$ cat config.mk
export PLATFORM = sky130hd
export DESIGN_NAME = pet_stat_decay
export DESIGN_NICKNAME = d
export VERILOG_FILES = /design/src/rtl/pet_pkg.sv /design/src/rtl/pet_stat_decay.sv
export SDC_FILE = /design/constraint.sdc
export NUM_CORES = 1
export LEC_CHECK = 0
export CAP_MARGIN = 20
export CORE_MARGIN = 4
export CORE_UTILIZATION = 30
export CTS_BUF_LIST = sky130_fd_sc_hd__clkbuf_8
export CTS_CLUSTER_SIZE = 30
export DETAILED_ROUTE_END_ITERATION = 8
export PLACE_DENSITY_LB_ADDON = 0.3
export SLEW_MARGIN = 20
export SYNTH_ARGS = -nofsm -noshare
export SYNTH_HDL_FRONTEND = slang
export SYNTH_SLANG_ARGS = --single-unit
export TNS_END_PERCENT = 30
$ cat constraint.sdc
create_clock -name clk -period 5.15 [get_ports clk]
set_input_delay 1.2875 -clock clk [delete_from_list [all_inputs] [get_ports clk]]
set_output_delay 1.2875 -clock clk [all_outputs]
set_load 0.05 [all_outputs]
$ cat src/rtl/pet_pkg.sv
// pet_pkg: shared definitions for the pet stat block.
//   - default stat width, ceiling and command step
//   - FSM state encoding for the timer initiator
//   - sat_update(): saturating stat update used by every stat register
package pet_pkg;

    localparam int STAT_W_DEF   = 4;
    localparam int STAT_MAX_DEF = 10;
    localparam int STEP_DEF     = 3;

    typedef enum logic [2:0] {
        S_IDLE      = 3'd0,
        S_ARM       = 3'd1,
        S_WAIT_BUSY = 3'd2,
        S_WAIT_DONE = 3'd3,
        S_UPDATE    = 3'd4
    } pet_state_t;

    // Decrement (floored at 0) is applied before the command add, so a
    // same-cycle decay and command gives min(max(s-1,0)+step, smax).
    function automatic int sat_update(input int s, input logic dec, input logic inc,
                                      input int step, input int smax);
        int t;
        t = s;
        if (dec && t > 0) t = t - 1;
        if (inc)          t = t + step;
        if (t > smax)     t = smax;
        return t;
    endfunction

endpackage

$ cat src/rtl/pet_stat_decay.sv
// pet_stat_decay: ages the pet's hunger/energy/happiness stats once per
// completed period of an external 1 s one-shot timer.
//
// Timer handshake: tmr_init is a one-cycle arm request. The timer answers
// by raising tmr_busy while counting, then drops it and holds tmr_done high
// until the next arm. tmr_done is only trusted after tmr_busy has been seen,
// so a stale done left over from the previous run is never mistaken for a
// fresh completion.
//
// Ports:
//   clk, rst_n        clock, asynchronous active-low reset
//   enable            level, 1 = aging runs
//   feed/sleep/play   one-cycle command pulses (+STEP on hunger/energy/happy)
//   tmr_init          out, one-cycle arm request
//   tmr_busy          in, timer counting
//   tmr_done          in, sticky timer done flag
//   hunger/energy/happy  current stats
//   tick              one-cycle pulse per completed period
//   alarm             registered, 1 while any stat is 0
//   fsm_state         debug view of the initiator FSM
//   test_tick         only with PET_STAT_TEST_EN: forces an update cycle
//
// Optional feature macro: PET_STAT_TEST_EN (adds test_tick).
module pet_stat_decay
    import pet_pkg::*;
#(
    parameter int STAT_W        = STAT_W_DEF,
    parameter int STAT_MAX      = STAT_MAX_DEF,
    parameter int STEP          = STEP_DEF,
    parameter int HUNGER_PERIOD = 5,
    parameter int ENERGY_PERIOD = 7,
    parameter int HAPPY_PERIOD  = 3
) (
    input  logic              clk,
    input  logic              rst_n,
    input  logic              enable,
    input  logic              feed,
    input  logic              sleep,
    input  logic              play,
`ifdef PET_STAT_TEST_EN
    input  logic              test_tick,
`endif
    output logic              tmr_init,
    input  logic              tmr_busy,
    input  logic              tmr_done,
    output logic [STAT_W-1:0] hunger,
    output logic [STAT_W-1:0] energy,
    output logic [STAT_W-1:0] happy,
    output logic              tick,
    output logic              alarm,
    output logic [2:0]        fsm_state
);

    pet_state_t state, state_n;
    logic       test_go;

`ifdef PET_STAT_TEST_EN
    assign test_go = test_tick;
`else
    assign test_go = 1'b0;
`endif

    always_ff @(posedge clk or negedge rst_n) begin
        if (!rst_n) state <= S_IDLE;
        else        state <= state_n;
    end

    always_comb begin
        state_n  = state;
        tmr_init = 1'b0;
        tick     = 1'b0;
        case (state)
            S_IDLE: begin
                if (test_go)     state_n = S_UPDATE;
                else if (enable) state_n = S_ARM;
            end
            S_ARM: begin
                tmr_init = 1'b1;
                state_n  = S_WAIT_BUSY;
            end
            S_WAIT_BUSY: begin
                // tmr_done may still be high from the previous run here.
                if (test_go)       state_n = S_UPDATE;
                else if (tmr_busy) state_n = S_WAIT_DONE;
            end
            S_WAIT_DONE: begin
                if (test_go || tmr_done) state_n = S_UPDATE;
            end
            S_UPDATE: begin
                tick    = 1'b1;
                state_n = enable ? S_ARM : S_IDLE;
            end
            default: state_n = S_IDLE;
        endcase
    end

    assign fsm_state = state;

    // Per-stat decay dividers: count ticks, fire on PERIOD-1 and wrap.
    logic [3:0] cnt_h, cnt_e, cnt_p;
    logic [3:0] cnt_h_n, cnt_e_n, cnt_p_n;
    logic       dec_h, dec_e, dec_p;

    assign dec_h = tick && (cnt_h == 4'(HUNGER_PERIOD - 1));
    assign dec_e = tick && (cnt_e == 4'(ENERGY_PERIOD - 1));
    assign dec_p = tick && (cnt_p == 4'(HAPPY_PERIOD - 1));

    always_comb begin
        cnt_h_n = cnt_h;
        cnt_e_n = cnt_e;
        cnt_p_n = cnt_p;
        if (tick) begin
            cnt_h_n = dec_h ? 4'd0 : cnt_h + 4'd1;
            cnt_e_n = dec_e ? 4'd0 : cnt_e + 4'd1;
            cnt_p_n = dec_p ? 4'd0 : cnt_p + 4'd1;
        end
    end

    logic [STAT_W-1:0] hunger_n, energy_n, happy_n;

    always_comb begin
        hunger_n = STAT_W'(sat_update(int'(hunger), dec_h, feed,  STEP, STAT_MAX));
        energy_n = STAT_W'(sat_update(int'(energy), dec_e, sleep, STEP, STAT_MAX));
        happy_n  = STAT_W'(sat_update(int'(happy),  dec_p, play,  STEP, STAT_MAX));
    end

    always_ff @(posedge clk or negedge rst_n) begin
        if (!rst_n) begin
            cnt_h  <= 4'd0;
            cnt_e  <= 4'd0;
            cnt_p  <= 4'd0;
            hunger <= STAT_W'(STAT_MAX);
            energy <= STAT_W'(STAT_MAX);
            happy  <= STAT_W'(STAT_MAX);
            alarm  <= 1'b0;
        end else begin
            cnt_h  <= cnt_h_n;
            cnt_e  <= cnt_e_n;
            cnt_p  <= cnt_p_n;
            hunger <= hunger_n;
            energy <= energy_n;
            happy  <= happy_n;
            // Taken from the next-state values so alarm moves with the stats.
            alarm  <= (hunger_n == '0) || (energy_n == '0) || (happy_n == '0);
        end
    end

endmodule
Yosys cells after proc, flatten, opt, wreduce, memory -nomap -nowiden
Index checks and enable logic that the tools add are counted.
{"block": "op_classes", "n_addsub": 9, "multipliers": 0, "n_div": 0, "order_cmp": 6, "n_eq_ne": 10, "shifts": 0, "muxes": 19, "n_bitwise": 0, "n_reduce_logical": 13}
{"op": "$mux W32", "n": 6}
{"op": "$add A32 B3 Y32 const B", "n": 3}
{"op": "$gt A32 B5 Y1 const B", "n": 3}
{"op": "$mux W4", "n": 6}
{"op": "$pmux W3 S5", "n": 1}
{"op": "$sub A4 B1 Y5 const B", "n": 3}
{"op": "$add A4 B1 Y4 const B", "n": 3}
{"op": "$gt A4 B1 Y1 const B", "n": 3}
{"op": "$logic_not A4 Y1", "n": 3}
{"op": "$mux W3", "n": 3}
{"op": "$eq A4 B3 Y1 const B", "n": 2}
{"op": "$eq A3 B2 Y1 const B", "n": 2}
{"op": "$logic_and A1 B1 Y1", "n": 6}
{"op": "$ne A2 B2 Y1 const B", "n": 3}
{"op": "$eq A4 B2 Y1 const B", "n": 1}
{"op": "$eq A3 B1 Y1 const B", "n": 1}
{"op": "$eq A3 B3 Y1 const B", "n": 1}
{"op": "$logic_not A3 Y1", "n": 1}
{"op": "$mux W1", "n": 3}
{"op": "$reduce_and A3 Y1", "n": 1}
{"op": "$logic_or A1 B1 Y1", "n": 2}
{"block": "word_totals", "regBits": 28, "latch_bits": 0, "ramBits": 0, "rom_bits": 0, "input_bits": 8, "mem_count": 0}

Longest topological paths before layout
Gate-level depths: netlist of run 1.
{"block": "logic_depth", "word_depth": 12, "depth_mapped": 15}

Worst setup path before layout of run 1
Ideal clock, no wire load.
{"block": "synth_timing", "path_type": "register to register", "startpoint": "register happy[0]", "endpoint": "register alarm", "setup_time_ns": 0.087, "t_arrival_ns": 4.496, "path_slack_ns": 0.568, "path_stages_with_launch": 15, "path_buffers": 1, "synth_period_minus_slack_ns": 4.582, "path_cell_list": "dfrtp_1 -> clkbuf_1 -> inv_1 -> ha_1 -> a211oi_4 -> nand2_1 -> nor3_2 -> nand2_1 -> or2_2 -> ha_1 -> or4b_2 -> o41ai_1 -> a21boi_0 -> nand4_1 -> o211ai_1"}
{"block": "synth_via", "elab_chain_len": 9, "word_cells_on_any_way": 10, "classes_between": "2 x add/sub; 2 x order compare; 3 x mux; 3 x reduce/logical"}
{"element": "start: declaration", "line": "pet_stat_decay.sv:48", "text": "output logic [STAT_W-1:0] happy,"}
{"element": "start signal: assignment", "line": "pet_stat_decay.sv:134", "text": "happy <= STAT_W'(STAT_MAX);"}
{"element": "start signal: assignment", "line": "pet_stat_decay.sv:142", "text": "happy <= happy_n;"}
{"element": "$gt A4 B1 Y1", "line": "pet_pkg.sv:25", "text": "if (dec && t > 0) t = t - 1;"}
{"element": "$logic_and A1 B1 Y1", "line": "pet_pkg.sv:25"}
{"element": "$mux W32 *", "line": "pet_pkg.sv:25"}
{"element": "$add A32 B3 Y32", "line": "pet_pkg.sv:26", "text": "if (inc) t = t + step;"}
{"element": "$mux W32 *", "line": "pet_pkg.sv:26"}
{"element": "$gt A32 B5 Y1", "line": "pet_pkg.sv:27", "text": "if (t > smax) t = smax;"}
{"element": "$mux W4 *", "line": "pet_pkg.sv:27"}
{"element": "$logic_not A4 Y1 *", "line": "pet_stat_decay.sv:144", "text": "alarm <= (hunger_n == '0) || (energy_n == '0) || (happy_n == '0);"}
{"element": "$logic_or A1 B1 Y1 *", "line": "pet_stat_decay.sv:144"}
{"element": "end signal: assignment", "line": "pet_stat_decay.sv:144"}
{"element": "end: declaration", "line": "pet_stat_decay.sv:50", "text": "output logic alarm,"}
Every way passes the cells marked *; elsewhere a longest branch is shown, timed or not.
A chain may end at the register's enable or synchronous reset.

Final worst setup path of run 1
{"block": "layout_timing", "startpoint": "register cnt_p[0]", "endpoint": "register alarm"}
{"block": "layout_via", "elab_chain_len": 10}
{"element": "start: declaration", "line": "pet_stat_decay.sv:100", "text": "logic [3:0] cnt_h, cnt_e, cnt_p;"}
{"element": "start signal: assignment", "line": "pet_stat_decay.sv:139", "text": "cnt_p <= cnt_p_n;"}
{"element": "$eq A4 B2 Y1 *", "line": "pet_stat_decay.sv:106", "text": "assign dec_p = tick && (cnt_p == 4'(HAPPY_PERIOD - 1));"}
{"element": "$logic_and A1 B1 Y1 *", "line": "pet_stat_decay.sv:106"}
{"element": "$logic_and A1 B1 Y1 *", "line": "pet_pkg.sv:25"}
{"element": "$mux W32 *", "line": "pet_pkg.sv:25"}
{"element": "$add A32 B3 Y32", "line": "pet_pkg.sv:26"}
{"element": "$mux W32 *", "line": "pet_pkg.sv:26"}
{"element": "$gt A32 B5 Y1", "line": "pet_pkg.sv:27"}
{"element": "$mux W4 *", "line": "pet_pkg.sv:27"}
{"element": "$logic_not A4 Y1 *", "line": "pet_stat_decay.sv:144"}
{"element": "$logic_or A1 B1 Y1 *", "line": "pet_stat_decay.sv:144"}
Marked as above.

==> impl_metrics.json, run 1 <==
{
  "routed_wl_um": 6720,
  "cts_max_level": 1,
  "io_pins": 26,
  "async_reset_ff_share_pct": 100,
  "critical-path-top-delay-family": "simple AND/OR/NAND/NOR gates",
  "clk_pin_slew_ns": 0.10,
  "timing.final.hold_violations": 0,
  "drv_slew": 0,
  "p_sw_share_pct": 50.9,
  "mostFrequentLayoutCell": "ha_1",
  "grt_usage_pct": 12.0,
  "min_period_ns": 4.41,
  "dp.cells": 499,
  "dpl.hpwl_um": 5030,
  "ys.flop_type": "dfrtp_1",
  "synth_cell_types": 73,
  "rsz0062_at_grt": "false",
  "grt_antenna_before_repair": 0,
  "crit_path_start_kind": "register",
  "numCtsBuffers": 3,
  "fp-row-count": 36,
  "power_density_nw_per_um2": 518,
  "slowest_stage": "or4b_2",
  "viasPerCell": 5.30,
  "cts_tree": "done",
  "grt_use_met2_pct": 20.1,
  "outcome": "completed",
  "gr-usage-met1_pct": 16.6,
  "start_util_pct": 30.9,
  "hold_class": "reg2reg",
  "crit_path_max_incr_delay_ns": 0.60,
  "area_growth_pct": 14.6,
  "slew_headroom_pct": 48.5,
  "synth-edff-count": 0,
  "die_h_um": 108,
  "yosys_warnings": 0,
  "p_int_uw": 882,
  "critPathBufInv": 3,
  "nets": 414,
  "grt_pass1_wl_um": 11900,
  "globalplace.congestion": 0.798,
  "cts_setup_buffers": 0,
  "crit_path_end_kind": "register",
  "crit_path_max_fanout": 12,
  "drc": 0,
  "core_area_um2": 9770,
  "wire_per_inst_um": 13.4,
  "syn_inst": 355,
  "dr.pass1.iters": 4,
  "final_cell_mix": "ha_1, nand2_1, clkdlybuf4s50_1",
  "clockBufferDepth": 2,
  "dieArea_um2": 11700,
  "syn_area_um2": 3020,
  "grt-ovfl-total": 0,
  "yosysSeqAreaShare_pct": 23.4,
  "path_class": "reg2reg",
  "fin_worst_skew_ns": 0.00183,
  "clk_latency_ns": 0.27,
  "cts_resized": 0,
  "cts_root_buf": "clkbuf_8",
  "first_global_vias": 2576,
  "postCtsHoldBufs": 0,
  "cp_cell_sequence": "inv_1 > ha_1 > or3b_2 > a211oi_4 > nand2_1 > nor3_2 > buf_4 > nand2_1 > or2_2 > ha_1 > or4b_2 > o41ai_1 > buf_4 > a21boi_0 > nand4_1 > o211ai_1",
  "drv_cap": 0,
  "tns_ns": 0,
  "p_leak_uw": 0.00140,
  "worst_slew_pin_slew_ns": 0.769,
  "ant_nets": 0,
  "switchingPower_uw": 912,
  "synth.net_count": 398,
  "fin_cells": 503,
  "ys_ff_latch": 28,
  "final_util_pct": 35.4,
  "grt_max_degree": 29,
  "syn_area_per_cell_um2": 8.51,
  "routed-via-count": 2664,
  "combPwrFrac_pct": 62.6,
  "fmax_mhz": 227,
  "ir_drop_mv": 0.286,
  "drtIter0Drc": 190,
  "busiest_layer": "met2",
  "diodes": 0,
  "drive_gt1_share_pct": 8.65,
  "clkPwrFrac_pct": 9.7,
  "required_ns": 5.35,
  "setup_viol": 0,
  "synth_top_area_share_pct": 18.2,
  "portBuffers": 25,
  "finalCritPeriodShare_pct": 85.6,
  "sequentialPowerShare_pct": 27.7,
  "synth.area.top_cells": "dfrtp_1, ha_1, dfstp_2, xnor2_1, nand2_1",
  "die_w_um": 108,
  "synth_top_area_cell": "dfrtp_1",
  "cts_sinks": 28,
  "grt_util_met3_pct": 0.776,
  "cp.arrival_ns": 4.61
}
[per-stage QoR]
stage          instance area [µm²]  setup slack (ns)  total power (µW)  hold WS (ns)
5_1_grt                       3460             0.366              1950         0.552
6_report                      3460             0.743              1790         0.513
3_5_place_dp                  3390             0.791              1620         0.495
3_3_place_gp                  3390             0.897              1600         0.488
4_1_cts                       3460             0.712              1800         0.513
2_1_floorplan                 3020             0.568              1330         0.460
[power groups by stage]
stage | Clock (µW) | Sequential [µW] | Combinational, µW
after floorplan | 0 | 598 | 732
after global placement | 0 | 498 | 1110
after detailed placement | 0 | 500 | 1120
after CTS | 180 | 496 | 1130
after global routing | 190 | 525 | 1240
final | 174 | 498 | 1120
[area by class of cell]
type	count	area [µm²]
tap	133	166
clock buffer	3	41.3
timing repair buffer	29	280
sequential	28	708
clock inverter	1	30.0
fill	995	6310
inverter	18	67.6
multi-input combinational	291	2170
[Yosys cell counts (3+ instances only)]
master    number
a221oi_1       3
or3_1          4
o211ai_1       4
xor2_1         4
dfstp_2        6
nor4bb_1       4
a21oi_1       10
nand2_1       30
nor2b_1        5
a21boi_0       3
dfrtp_1       22
o22ai_1        3
mux2i_1        9
and4b_1        3
nand3_1        6
clkbuf_1      14
and2_1         3
a31oi_1        7
xnor2_1       17
nor3_1        12
nor3b_1        3
inv_1         18
o21ai_0       20
or2_2          4
a211o_1        3
nand2b_1       7
nor2_1        23
o31ai_1        3
ha_1          35
nand3b_1       5
and3_1         3
nand4_1       12
[path summary, 6_finish.rpt]
kind	from	endpoint	slack, ns	cells after the start
max in group asynchronous	rst_n	happy[1]	3.45	2
min in group asynchronous	rst_n	cnt_e[2]	1.38	2
min	cnt_p[3]	cnt_p[3]	0.51	1
min reg2reg	cnt_p[3]	cnt_p[3]	0.51	1
max	cnt_p[0]	alarm	0.74	16
max reg2reg	cnt_p[0]	alarm	0.74	16
[logic make-up (layout without fill, tap and decap cells)]
group | Yosys count | count (layout) | synth area share, %
AND/OR/NAND/NOR | 139 | 139 | 26.5
multiplexers | 11 | 11 | 4.10
XOR/XNOR | 21 | 21 | 6.09
adder cells (fa/ha/maj) | 35 | 35 | 14.5
flip-flops | 28 | 28 | 23.4
buffers and inverters | 36 | 51 | 4.76
AO/OA/AOI/OAI | 85 | 85 | 20.6
[sequential cells by signal, summed over array words and instances (netlist names)]
signal / count
cnt_h: 4
hunger: 4
cnt_p: 4
alarm: 1
cnt_e: 4
fsm_state: 3
energy: 4
happy: 4
[metal layers]
layer	wire length, µm	part of all wire [%]
met3	115	1.7
met1	3270	49
met4	83	1.2
met5	0	0
met2	3250	48
Note: power is estimated with default switching activity, not from simulation.
==> inputs of run 2 (changes only) <==
- clock period: 5.15 -> 3.8 ns (I/O delays scaled with it)
==> run 2 against run 1 <==
Sequential power grew 27%. Die area is the same. Clock power grew 32%. Combinational power grew 46%. Clock-buffer cell count is the same.
==> impl_metrics.json, run 2 (same netlist as run 1, synthesis figures left out) <==
{
  "clockBufferDepth": 2,
  "fin_worst_skew_ns": 0.00907,
  "routed-via-count": 2706,
  "path_class": "reg2reg",
  "slew_headroom_pct": 58.1,
  "min_period_ns": 3.59,
  "crit_path_end_kind": "register",
  "first_global_vias": 2565,
  "area_growth_pct": 20.2,
  "routed_wl_um": 6830,
  "numCtsBuffers": 3,
  "grt_pass1_wl_um": 11800,
  "drive_gt1_share_pct": 15.3,
  "r2r_cells": 16,
  "worst_slew_pin_slew_ns": 0.623,
  "min_to": "cnt_p[3]",
  "grt_max_degree": 29,
  "dpl.hpwl_um": 5160,
  "setup_viol": 0,
  "final_util_pct": 37.2,
  "dp_slack_ns": 0.0745,
  "rr_endpoint": "alarm",
  "clk_latency_ns": 0.27,
  "grt_usage_pct": 11.9,
  "p_leak_uw": 0.00149,
  "rrSetupSlack_ns": 0.21,
  "fillers": 1015,
  "portBuffers": 25,
  "cts_max_level": 1,
  "drv_cap": 0,
  "nets": 429,
  "reg2reg_from": "cnt_p[0]",
  "hold_class": "reg2reg",
  "finalCritPeriodShare_pct": 94.5,
  "mostFrequentLayoutCell": "ha_1",
  "clk_pin_slew_ns": 0.10,
  "grt_antenna_before_repair": 0,
  "globalplace.congestion": 0.795,
  "crit_path_start_kind": "register",
  "drc": 0,
  "timing.final.hold_violations": 0,
  "cts_sinks": 28,
  "power_density_nw_per_um2": 689,
  "dieArea_um2": 11700,
  "wire_per_inst_um": 13.2,
  "fmax_mhz": 279,
  "cts_root_buf": "clkbuf_8",
  "cts_tree": "done",
  "grt-ovfl-total": 0,
  "hold_depth": 1,
  "tns_ns": 0,
  "die_h_um": 108,
  "core_area_um2": 9770,
  "fp-row-count": 36,
  "required_ns": 4.00,
  "outcome": "completed",
  "ant_nets": 0,
  "io_pins": 26,
  "layout_setup_ws_ns": 0.211,
  "hp-start": "cnt_p[3]",
  "final_cell_mix": "ha_1, nand2_1, clkdlybuf4s50_1",
  "postCtsHoldBufs": 0,
  "drv_slew": 0,
  "viasPerCell": 5.22,
  "start_util_pct": 30.9,
  "diodes": 0,
  "ir_drop_mv": 0.356,
  "crit_path_max_fanout": 5,
  "die_w_um": 108,
  "cp.arrival_ns": 3.79,
  "drtIter0Drc": 148,
  "dr.pass1.iters": 4
}
## run 2: cell types whose count changed in the layout (fill, tap and decap cells not counted), moves of 2 or more
cell | previous run | this run
buf_4 | 4 | 19
inv_2 | 0 | 2
ha_1 | 35 | 33
dfrtp_1 | 22 | 18
dfrtp_2 | 0 | 4
inv_1 | 18 | 16
ha_2 | 0 | 2
## run 2: area by class of cell
cell class	instances	area, µm²	area share (%)
clock buffer	3	41.3	1.14
clock inverter	1	30.0	0.827
timing repair buffer	44	393	10.8
sequential	28	717	19.7
inverter	18	67.6	1.86
multi-input combinational	291	2220	61.0
tap	133	166	4.58
## run 2: worst max-delay path, stage by stage, from the launching register on
cell      delay, ns
dfrtp_1        0.42
inv_1          0.08
ha_1           0.15
or3b_4         0.40
a211o_1        0.27
nor2_2         0.16
nor2_1         0.08
ha_2           0.19
buf_4          0.13
or2_2          0.29
ha_1           0.27
and4b_1        0.18
nand4b_1       0.14
o41ai_4        0.28
a21boi_2       0.25
nand4_1        0.11
o211ai_1       0.11
## run 2: worst max path at each step
stage,start,to,slack (ns),cells after the start
2_1_floorplan,fsm_state[1],alarm,0.06,13
3_3_place_gp,cnt_p[0],alarm,0.24,14
3_5_place_dp,cnt_p[0],alarm,0.07,14
4_1_cts,cnt_p[0],alarm,0.06,14
5_1_grt,cnt_p[0],alarm,-0.02,16
6_report,cnt_p[0],alarm,0.21,16
## run 2: timing repair
item,CTS,global route
buffers inserted,0,7
gates resized for setup,0,3
setup endpoints to repair,0,1
## run 2: metal layers
metal	GRT usage, %	vias to the layer above	part of all wire (%)
li1	-	1379	-
met1	16.7	1271	51
met2	19.9	54	45
met3	2.09	2	4.0
met4	0.902	0	0.10
met5	0	-	0
## run 2: power breakdown
part | internal [µW] | leakage (µW) | switching, µW
clock network | 141 | 0.0000357 | 88.2
logic | 668 | 0.00110 | 973
registers | 444 | 0.000345 | 188
## run 2: stage by stage
| stage | area (µm²) | std cells | power [µW] | hold slack [ns] |
|---|---|---|---|---|
| 2_1_floorplan | 3080 | 355 | 1840 | 0.468 |
| 3_3_place_gp | 3500 | 507 | 2230 | 0.488 |
| 3_5_place_dp | 3500 | 507 | 2250 | 0.496 |
| 4_1_cts | 3570 | 511 | 2500 | 0.514 |
| 5_1_grt | 3630 | 518 | 2720 | 0.539 |
| 6_report | 3630 | 518 | 2500 | 0.510 |
